<file path="config.mk">
export PLATFORM = sky130hd
export DESIGN_NAME = line_fill_arbiter
export DESIGN_NICKNAME = d
export VERILOG_FILES = /design/src/rtl/line_fill_arbiter.sv
export SDC_FILE = /design/constraint.sdc
export NUM_CORES = 1
export LEC_CHECK = 0
export BUFFER_PORTS_ARGS = -buffer_cell sky130_fd_sc_hd__buf_2
export CAP_MARGIN = 40
export CELL_PAD_IN_SITES_DETAIL_PLACEMENT = 2
export CELL_PAD_IN_SITES_GLOBAL_PLACEMENT = 2
export CORE_AREA = 3 3 126 97
export CTS_BUF_LIST = sky130_fd_sc_hd__clkbuf_8
export DETAILED_ROUTE_END_ITERATION = 16
export DIE_AREA = 0 0 129 100
export PLACE_DENSITY_LB_ADDON = 0.1
export SYNTH_ARGS = -nofsm -noshare
export SYNTH_HDL_FRONTEND = slang
export SYNTH_SLANG_ARGS = --single-unit
</file>
<file path="constraint.sdc">
create_clock -name MEM_CLK -period 1.5 [get_ports MEM_CLK]
set_input_delay 0.225 -clock MEM_CLK [delete_from_list [all_inputs] [get_ports MEM_CLK]]
set_output_delay 0.225 -clock MEM_CLK [all_outputs]
set_load 0.02 [all_outputs]
</file>
<file path="src/rtl/line_fill_arbiter.sv">
// Round-robin arbiter that puts I/D line fills and D writebacks onto one word-wide RAM.
// Optional build macro CRITICAL_WORD_FIRST_EN: read fills start at the requested word and wrap.
module line_fill_arbiter #(
  parameter int ADDR_WIDTH     = 16,
  parameter int WORDS_PER_LINE = 8,
  parameter int DELAY_BITS     = 3
) (
  input  logic                  MEM_CLK,
  input  logic                  RST,
  input  logic                  I_REQ,
  input  logic [ADDR_WIDTH-6:0] I_LINE_ADDR,
  input  logic [2:0]            I_WORD,
  output logic                  I_WORD_VALID,
  output logic [2:0]            I_WORD_IDX,
  output logic                  I_DONE,
  input  logic                  D_REQ,
  input  logic                  D_WE,
  input  logic [ADDR_WIDTH-6:0] D_LINE_ADDR,
  input  logic [2:0]            D_WORD,
  input  logic [31:0]           D_WDATA,
  output logic                  D_WORD_VALID,
  output logic [2:0]            D_WORD_IDX,
  output logic                  D_DONE,
  output logic [31:0]           RDATA,
  output logic                  RAM_EN,
  output logic                  RAM_WE,
  output logic [ADDR_WIDTH-3:0] RAM_ADDR,
  output logic [31:0]           RAM_WDATA,
  input  logic [31:0]           RAM_RDATA
);

  localparam int                    LINE_W    = ADDR_WIDTH - 5;
  localparam logic [2:0]            LAST_WORD = 3'(WORDS_PER_LINE - 1);
  localparam logic [DELAY_BITS-1:0] WAIT_LAST = {DELAY_BITS{1'b1}};

  typedef enum logic [1:0] {
    S_IDLE  = 2'd0,
    S_WAIT  = 2'd1,
    S_XFER  = 2'd2,
    S_DRAIN = 2'd3
  } state_t;

  state_t                r_state;
  state_t                w_next;
  logic [DELAY_BITS-1:0] r_cnt;
  logic [2:0]            r_k;
  logic [2:0]            r_rd_idx;
  logic [2:0]            w_idx;
  logic                  r_owner_d;
  logic                  r_we;
  logic                  r_last_d;
  logic                  r_rd_valid;
  logic [LINE_W-1:0]     r_line;
  logic                  w_grant_i;
  logic                  w_grant_d;
  logic                  w_xfer;

  // Round-robin: on a tie the side that did not win last time goes first.
  always_comb begin
    w_grant_i = 1'b0;
    w_grant_d = 1'b0;
    if (r_state == S_IDLE) begin
      w_grant_d = D_REQ & (~I_REQ | ~r_last_d);
      w_grant_i = I_REQ & ~w_grant_d;
    end else begin
      w_grant_i = 1'b0;
      w_grant_d = 1'b0;
    end
  end

`ifdef CRITICAL_WORD_FIRST_EN
  logic [2:0] r_start;

  always_ff @(posedge MEM_CLK) begin
    if (RST) begin
      r_start <= 3'd0;
    end else if (w_grant_d) begin
      r_start <= D_WORD;
    end else if (w_grant_i) begin
      r_start <= I_WORD;
    end else begin
      r_start <= r_start;
    end
  end

  // Writebacks always stream in natural order; only fills rotate.
  always_comb begin
    if (r_we) begin
      w_idx = r_k;
    end else begin
      w_idx = r_start + r_k;
    end
  end
`else
  logic w_unused;
  assign w_unused = ^{I_WORD, D_WORD};
  assign w_idx    = r_k;
`endif

  always_ff @(posedge MEM_CLK) begin
    if (RST) begin
      r_state <= S_IDLE;
    end else begin
      r_state <= w_next;
    end
  end

  always_comb begin
    w_next = r_state;
    case (r_state)
      S_IDLE:  w_next = (w_grant_i | w_grant_d) ? S_WAIT : S_IDLE;
      S_WAIT:  w_next = (r_cnt == WAIT_LAST) ? S_XFER : S_WAIT;
      S_XFER:  w_next = (r_k != LAST_WORD) ? S_XFER : (r_we ? S_IDLE : S_DRAIN);
      S_DRAIN: w_next = S_IDLE;
      default: w_next = S_IDLE;
    endcase
  end

  // Owner capture at grant; inputs are ignored afterwards until the operation ends.
  always_ff @(posedge MEM_CLK) begin
    if (RST) begin
      r_cnt      <= '0;
      r_k        <= 3'd0;
      r_owner_d  <= 1'b0;
      r_we       <= 1'b0;
      r_last_d   <= 1'b1;
      r_line     <= '0;
      r_rd_valid <= 1'b0;
      r_rd_idx   <= 3'd0;
    end else begin
      r_rd_valid <= (r_state == S_XFER) & ~r_we;
      r_rd_idx   <= w_idx;
      case (r_state)
        S_IDLE: begin
          r_cnt <= '0;
          r_k   <= 3'd0;
          if (w_grant_d) begin
            r_owner_d <= 1'b1;
            r_we      <= D_WE;
            r_line    <= D_LINE_ADDR;
            r_last_d  <= 1'b1;
          end else if (w_grant_i) begin
            r_owner_d <= 1'b0;
            r_we      <= 1'b0;
            r_line    <= I_LINE_ADDR;
            r_last_d  <= 1'b0;
          end
        end
        S_WAIT:  r_cnt <= r_cnt + DELAY_BITS'(1);
        S_XFER:  r_k   <= r_k + 3'd1;
        default: r_k   <= r_k;
      endcase
    end
  end

  always_comb begin
    w_xfer       = (r_state == S_XFER);
    RAM_EN       = w_xfer;
    RAM_WE       = w_xfer & r_we;
    RAM_ADDR     = w_xfer ? {r_line, w_idx} : '0;
    RAM_WDATA    = D_WDATA;
    RDATA        = RAM_RDATA;
    I_WORD_VALID = r_rd_valid & ~r_owner_d;
    I_WORD_IDX   = (r_rd_valid & ~r_owner_d) ? r_rd_idx : 3'd0;
    I_DONE       = (r_state == S_DRAIN) & ~r_owner_d;
    D_WORD_VALID = r_owner_d & (r_rd_valid | (w_xfer & r_we));
    D_WORD_IDX   = (w_xfer & r_we) ? w_idx : ((r_owner_d & r_rd_valid) ? r_rd_idx : 3'd0);
    D_DONE       = r_owner_d & ((r_state == S_DRAIN) | (w_xfer & r_we & (r_k == LAST_WORD)));
  end

endmodule

</file>
==> flow_summary.ini, run 1 <==
[power]
ir_drop_v = 0.000291
power_frac_clock_pct = 38.3
power.net_switching_uw = 418
swShare_pct = 25.9
p_int_uw = 1200
pwr-share-seq_pct = 46.7
cellLeakagePower_uw = 0.000924
p_per_area_mw_per_mm2 = 727
share_of_total_power_in_combinational_logic_pct = 15.0

[route]
first_pass_iteration_count_of_the_detailed_router = 3
drc = 0
initialDrtViolationCount = 38
routed_wire_length_per_instance_um = 15.1
antenna_violating_nets_post_route = 0
via_per_inst = 3.94
dr_vias = 1445
drt_wl_total_um = 5560

[yosys]
synthTopCellsByArea = sky130_fd_sc_hd__dfxtp_1 (28%), sky130_fd_sc_hd__buf_4 (27%), sky130_fd_sc_hd__a311oi_2 (6.4%)
mappedNetlistArea_mm2 = 0.00188
synth.avg_cell_area_um2 = 8.30
synth.top_cell.area_share_pct = 27.7
netlist.top_cell.by_area = sky130_fd_sc_hd__dfxtp_1
yosys.cell_types.count = 28
yosys_warnings = 0
synth_fp_nets = 327
syn-instance-count = 226
seq_area_frac_synth_pct = 27.7
ys_ff_latch = 26

[final_layout]
post_layout_nonfiller_instances = 367
layout-drive-gt1-share_pct = 52.0
commonest_non_fill_non_tap_cell_in_the_layout = sky130_fd_sc_hd__buf_2
layout_stage_area_growth_over_the_synthesis_result_pct = 18.2
mostFrequentLayoutCells = sky130_fd_sc_hd__buf_2 (32), sky130_fd_sc_hd__nand2_1 (27), sky130_fd_sc_hd__buf_4 (20), sky130_fd_sc_hd__buf_6 (20), sky130_fd_sc_hd__dfxtp_1 (19)
final_net_count = 329
antenna_cells = 0

[die]
floorplan.initialDensity_pct = 17.1
core_mm2 = 0.0110
ios = 187
design.die.area_mm2 = 0.0129
floorplan.die.height_um = 100
die_x_um = 129
rows = 33

[run]
maxCapViolations = 0

[timing]
slew_headroom_pct = 66.9
timing.final.hold_violations = 0
final.setup.worst_slack_ps = -38.4
tightest_slew_ps = 496
timing.fmax_mhz = 650
final_setup_violating_endpoints = 12
final_period_minus_worst_setup_slack_ps = 1540
min_period_over_period_pct = 103
finClkSkew_ps = 7.60
timing_max_transition_violations_final = 0
rsz0062_at_grt = true

[worst_hold_path]
holdPathEnd = r_we
min_delay_path_depth = 3
holdCritPathClass = input pin to flip-flop
hold_start = D_WE

[grt]
globalRoute.totalOverflow = 0
grt_use_met3_pct = 4.04
grt_busiest_layer = met2
via_count_of_the_first_global_routing_pass = 1632
grt.met2_usage_pct = 13.2
antenna_found_initial = 2
gr-usage-met1_pct = 11.4
grt_max_degree = 16
grt.total_usage_pct = 8.82
first_pass_grt_wire_length_um = 8810

[clock_tree]
cts_tree = built
clockRootBuffer = sky130_fd_sc_hd__clkbuf_8
numClockSinks = 26
total_cts_buffers = 3
htree_levels = 1
worstSkewPairLatency_ps = 290
worst_setup_hold_path_clk_slew_ps = 110
cts.path.max_buffers = 2

[setup_path]
startpoint_type = flip-flop
worstPathMaxFanout = 5
rrSetupSlack_ps = 210
worstReg2RegEnd = r_line[3]
worstPathRequired_ps = 1270
timing.setup.critical_path_class = flip-flop to output pin
r2r_start = r_state[1]
r2r_cells = 5
critical_path.endpoint_type = output pin
signal_arrival_time_at_the_worst_endpoint_ps = 1310

[run_status]
failing_checks = setup timing
outcome = finished with violations

[place]
detailedPlace.worstSlack_ps = 141
place_hpwl_um = 4150
gp_congestion = 0.651
dp_cells = 356
portBuffers = 52
## per-layer routing
| layer | wire length (um) | part of all wire [%] |
|---|---|---|
| met4 | 65 | 1.2 |
| met3 | 449 | 8.1 |
| met2 | 2380 | 43 |
| met5 | 27 | 0.49 |
| met1 | 2640 | 47 |
## critical path, cell delays in order, from the launching register on
cell	delay (ps)
sky130_fd_sc_hd__dfxtp_2	340
sky130_fd_sc_hd__nor2b_4	230
sky130_fd_sc_hd__and2_4	210
sky130_fd_sc_hd__o21a_1	130
sky130_fd_sc_hd__buf_6	120
## state kept, by name (all words and copies together) (netlist names)
name	flops
r_rd_idx	3
r_rd_valid	1
r_state	2
r_we	1
r_owner_d	1
r_cnt	3
r_k	3
r_line	11
r_last_d	1
## synth_stat cells (all sizes together)
cell type	number
buf	74
nand2	27
dfxtp	26
and2	18
a21oi	16
nor2	12
a311oi	11
nand3	7
nor2b	7
o21ai	6
a22oi	5
ha	4
clkbuf	3
mux2i	2
or2	2
a21bo	1
a21boi	1
a221o	1
nand3b	1
nor3b	1
o21a	1
## cell type report
type                            instances  area [um2]
Clock inverter                          1        30.0
Multi-Input combinational cell        123         865
Sequential cell                        26         532
Tap cell                              140         175
Fill cell                            1279        8760
Clock buffer                            3        41.3
Timing Repair Buffer                   74         576
## power groups by stage
stage          sequential, uW  combinational (uW)  clock, uW
2_1_floorplan             758                 403          0
3_3_place_gp              768                 248          0
3_5_place_dp              770                 249          0
4_1_cts                   756                 251        657
5_1_grt                   760                 273        675
6_report                  754                 241        618
## logic make-up (layout without fill, tap and decap cells)
kind of cell	after synthesis	count (layout)	synth area share, %
and+or+nand+nor	75	75	20.4
AOI/OAI and AO/OA	42	42	17.7
muxes	2	2	1.07
DFF	26	26	27.7
buffers and inverters	77	78	30.4
adders and majority gates	4	4	2.67
## per-stage QoR
step | power (uW) | hold slack (ps) | instance area (um2) | TNS (ps) | util (%)
after detailed placement | 1020 | 450 | 1880 | 0 | 17.1
final | 1610 | 191 | 2220 | -185 | 20.2
after floorplan | 1160 | 377 | 1880 | -207 | -
after global placement | 1020 | 450 | 1880 | 0 | 17.1
after CTS | 1660 | 181 | 2210 | -776 | 20.1
after global routing | 1710 | 197 | 2220 | -1530 | 20.2
## how the worst max path moves through the flow
stage	start	cells past startpoint	endpoint	slack, ps
after floorplan	r_state[1]	4	D_WORD_IDX[0]	-70
after global placement	r_k[1]	5	D_DONE	150
after detailed placement	r_k[1]	5	D_DONE	140
after CTS	r_state[1]	4	D_WORD_VALID	-80
after global routing	r_state[0]	5	D_WORD_IDX[1]	-140
final	r_state[1]	4	D_WORD_VALID	-40
## repair_timing
item / in CTS / in global routing
pin swaps: 10 / 0
setup endpoints to repair: 23 / 24
hold buffers: 0 / 0
setup buffers: 6 / 1
resized for setup: 71 / 2
No activity file was read; power rests on OpenSTA's default activity.
==> inputs of run 2 (changes only) <==
--- a/config.mk
+++ b/config.mk
@@ -13,7 +13,7 @@
 export CTS_BUF_LIST = sky130_fd_sc_hd__clkbuf_8
 export DETAILED_ROUTE_END_ITERATION = 16
 export DIE_AREA = 0 0 129 100
-export PLACE_DENSITY_LB_ADDON = 0.1
+export PLACE_DENSITY_LB_ADDON = 0.05
 export SYNTH_ARGS = -nofsm -noshare
 export SYNTH_HDL_FRONTEND = slang
 export SYNTH_SLANG_ARGS = --single-unit
==> flow_summary.ini, run 2 (synthesized netlist as in run 1, its figures left out) <==
[run_status]
outcome = finished with violations
failing_checks = setup timing

[timing]
timing.fmax_mhz = 634
tightest_slew_ps = 671
min_period_over_period_pct = 105
finClkSkew_ps = 2.63
final_setup_violating_endpoints = 19
timing_max_transition_violations_final = 0
timing.final.hold_violations = 0
slew_headroom_pct = 55.2
final.setup.worst_slack_ps = -77.9
rsz0062_at_grt = true
final_period_minus_worst_setup_slack_ps = 1580
setup_tns_ps = -502

[final_layout]
final_net_count = 331
number_of_flip_flops_in_the_largest_register = 11
multi_input_comb_area_um2 = 890
antenna_cells = 0
nFillCells = 1297
commonest_non_fill_non_tap_cell_in_the_layout = sky130_fd_sc_hd__buf_2
largest_register = r_line
register_area_um2 = 533
layout_stage_area_growth_over_the_synthesis_result_pct = 19.3
mostFrequentLayoutCells = sky130_fd_sc_hd__buf_2 (31), sky130_fd_sc_hd__nand2_1 (27), sky130_fd_sc_hd__buf_6 (23)
layout-drive-gt1-share_pct = 53.1

[setup_path]
worstPathRequired_ps = 1270
worstPathMaxFanout = 6
slowest_stage = sky130_fd_sc_hd__dfxtp_4
timing.setup.critical_path_class = flip-flop to output pin
startpoint_type = flip-flop
crit_family = simple AND/OR/NAND/NOR gates
signal_arrival_time_at_the_worst_endpoint_ps = 1350
critical_path_buf_inv_count = 1
crit_path_max_incr_delay_ps = 360
critical_path.endpoint_type = output pin
crit_path_cell_trace = nor2b_4, and2_4, o21a_1, buf_6

[power]
power_uw = 1420
p_per_area_mw_per_mm2 = 635
cellLeakagePower_uw = 0.000927
ir_drop_v = 0.000342

[clock_tree]
cts.path.max_buffers = 2
cts_tree = built
worst_setup_hold_path_clk_slew_ps = 100
worstSkewPairLatency_ps = 270
total_cts_buffers = 3
clockRootBuffer = sky130_fd_sc_hd__clkbuf_8
numClockSinks = 26
htree_levels = 1

[die]
rows = 33
ios = 187
core_mm2 = 0.0110
floorplan.die.height_um = 100
die_x_um = 129
design.die.area_mm2 = 0.0129
floorplan.initialDensity_pct = 17.1

[route]
first_pass_iteration_count_of_the_detailed_router = 3
routed_wire_length_per_instance_um = 15.9
initialDrtViolationCount = 31
drt_wl_total_um = 5850
drc = 0
via_per_inst = 4.01
dr_vias = 1474
antenna_violating_nets_post_route = 0

[grt]
globalRoute.totalOverflow = 0
via_count_of_the_first_global_routing_pass = 1639
grt.total_usage_pct = 8.67
antenna_found_initial = 0
grt_max_degree = 27
first_pass_grt_wire_length_um = 8820

[place]
place_hpwl_um = 4430
gp_congestion = 0.661
detailedPlace.worstSlack_ps = 31.0
portBuffers = 52

[run]
maxCapViolations = 0

[worst_hold_path]
holdCritPathClass = input pin to flip-flop
==> run 2: layout make-up <==
| class | instances | area share, % |
|---|---|---|
| multi-input combinational | 123 | 39.7 |
| timing repair buffer | 76 | 26.8 |
| sequential | 26 | 23.8 |
| tap | 140 | 7.83 |
| clock buffer | 3 | 1.84 |
==> run 2: final timing paths <==
path / slack [ps] / cells past startpoint / end / from
worst max-delay path: -80 / 4 / D_WORD_VALID / r_state[1]
worst max register to register: 160 / 5 / r_line[1] / r_state[0]
worst min-delay path: 210 / 3 / r_line[2] / I_LINE_ADDR[2]
worst min register to register: 530 / 2 / r_cnt[2] / r_cnt[2]
==> run 2: layer usage <==
metal / vias up / GRT usage, % / share of wire, %
met5: - / 0 / 0
met4: 0 / 1.37 / 0.58
met2: 64 / 14.6 / 47
li1: 691 / - / -
met1: 711 / 10.6 / 44
met3: 8 / 3.56 / 7.4
==> run 2: what timing repair did <==
item                                    CTS  global route
hold buffers                              0             0
buffers inserted                          6             5
gates resized for setup                  68            17
pin swaps                                 9             8
endpoints found under the hold margin     0             0
endpoints found under the setup margin   25            26
==> run 2: power breakdown <==
| group | total [uW] | internal, uW | switching [uW] |
|---|---|---|---|
| Combinational | 244 | 109 | 135 |
| Sequential | 756 | 726 | 30.5 |
| Clock | 422 | 181 | 241 |
==> run 2: per-stage QoR <==
step | area (um2) | hold WS [ps] | util [%] | instances
after floorplan | 1880 | 377 | - | 226
after global placement | 1840 | 450 | 16.7 | 354
after detailed placement | 1840 | 450 | 16.7 | 354
after CTS | 2130 | 201 | 19.4 | 363
after global routing | 2240 | 202 | 20.4 | 368
final | 2240 | 211 | 20.4 | 368
==> run 2: worst reg2reg max path, cell delays in order, from the launching register on <==
cell,delay [ps]
sky130_fd_sc_hd__dfxtp_4,370
sky130_fd_sc_hd__buf_4,140
sky130_fd_sc_hd__or2_1,260
sky130_fd_sc_hd__nor2_2,150
sky130_fd_sc_hd__buf_4,180
sky130_fd_sc_hd__a311oi_1,100
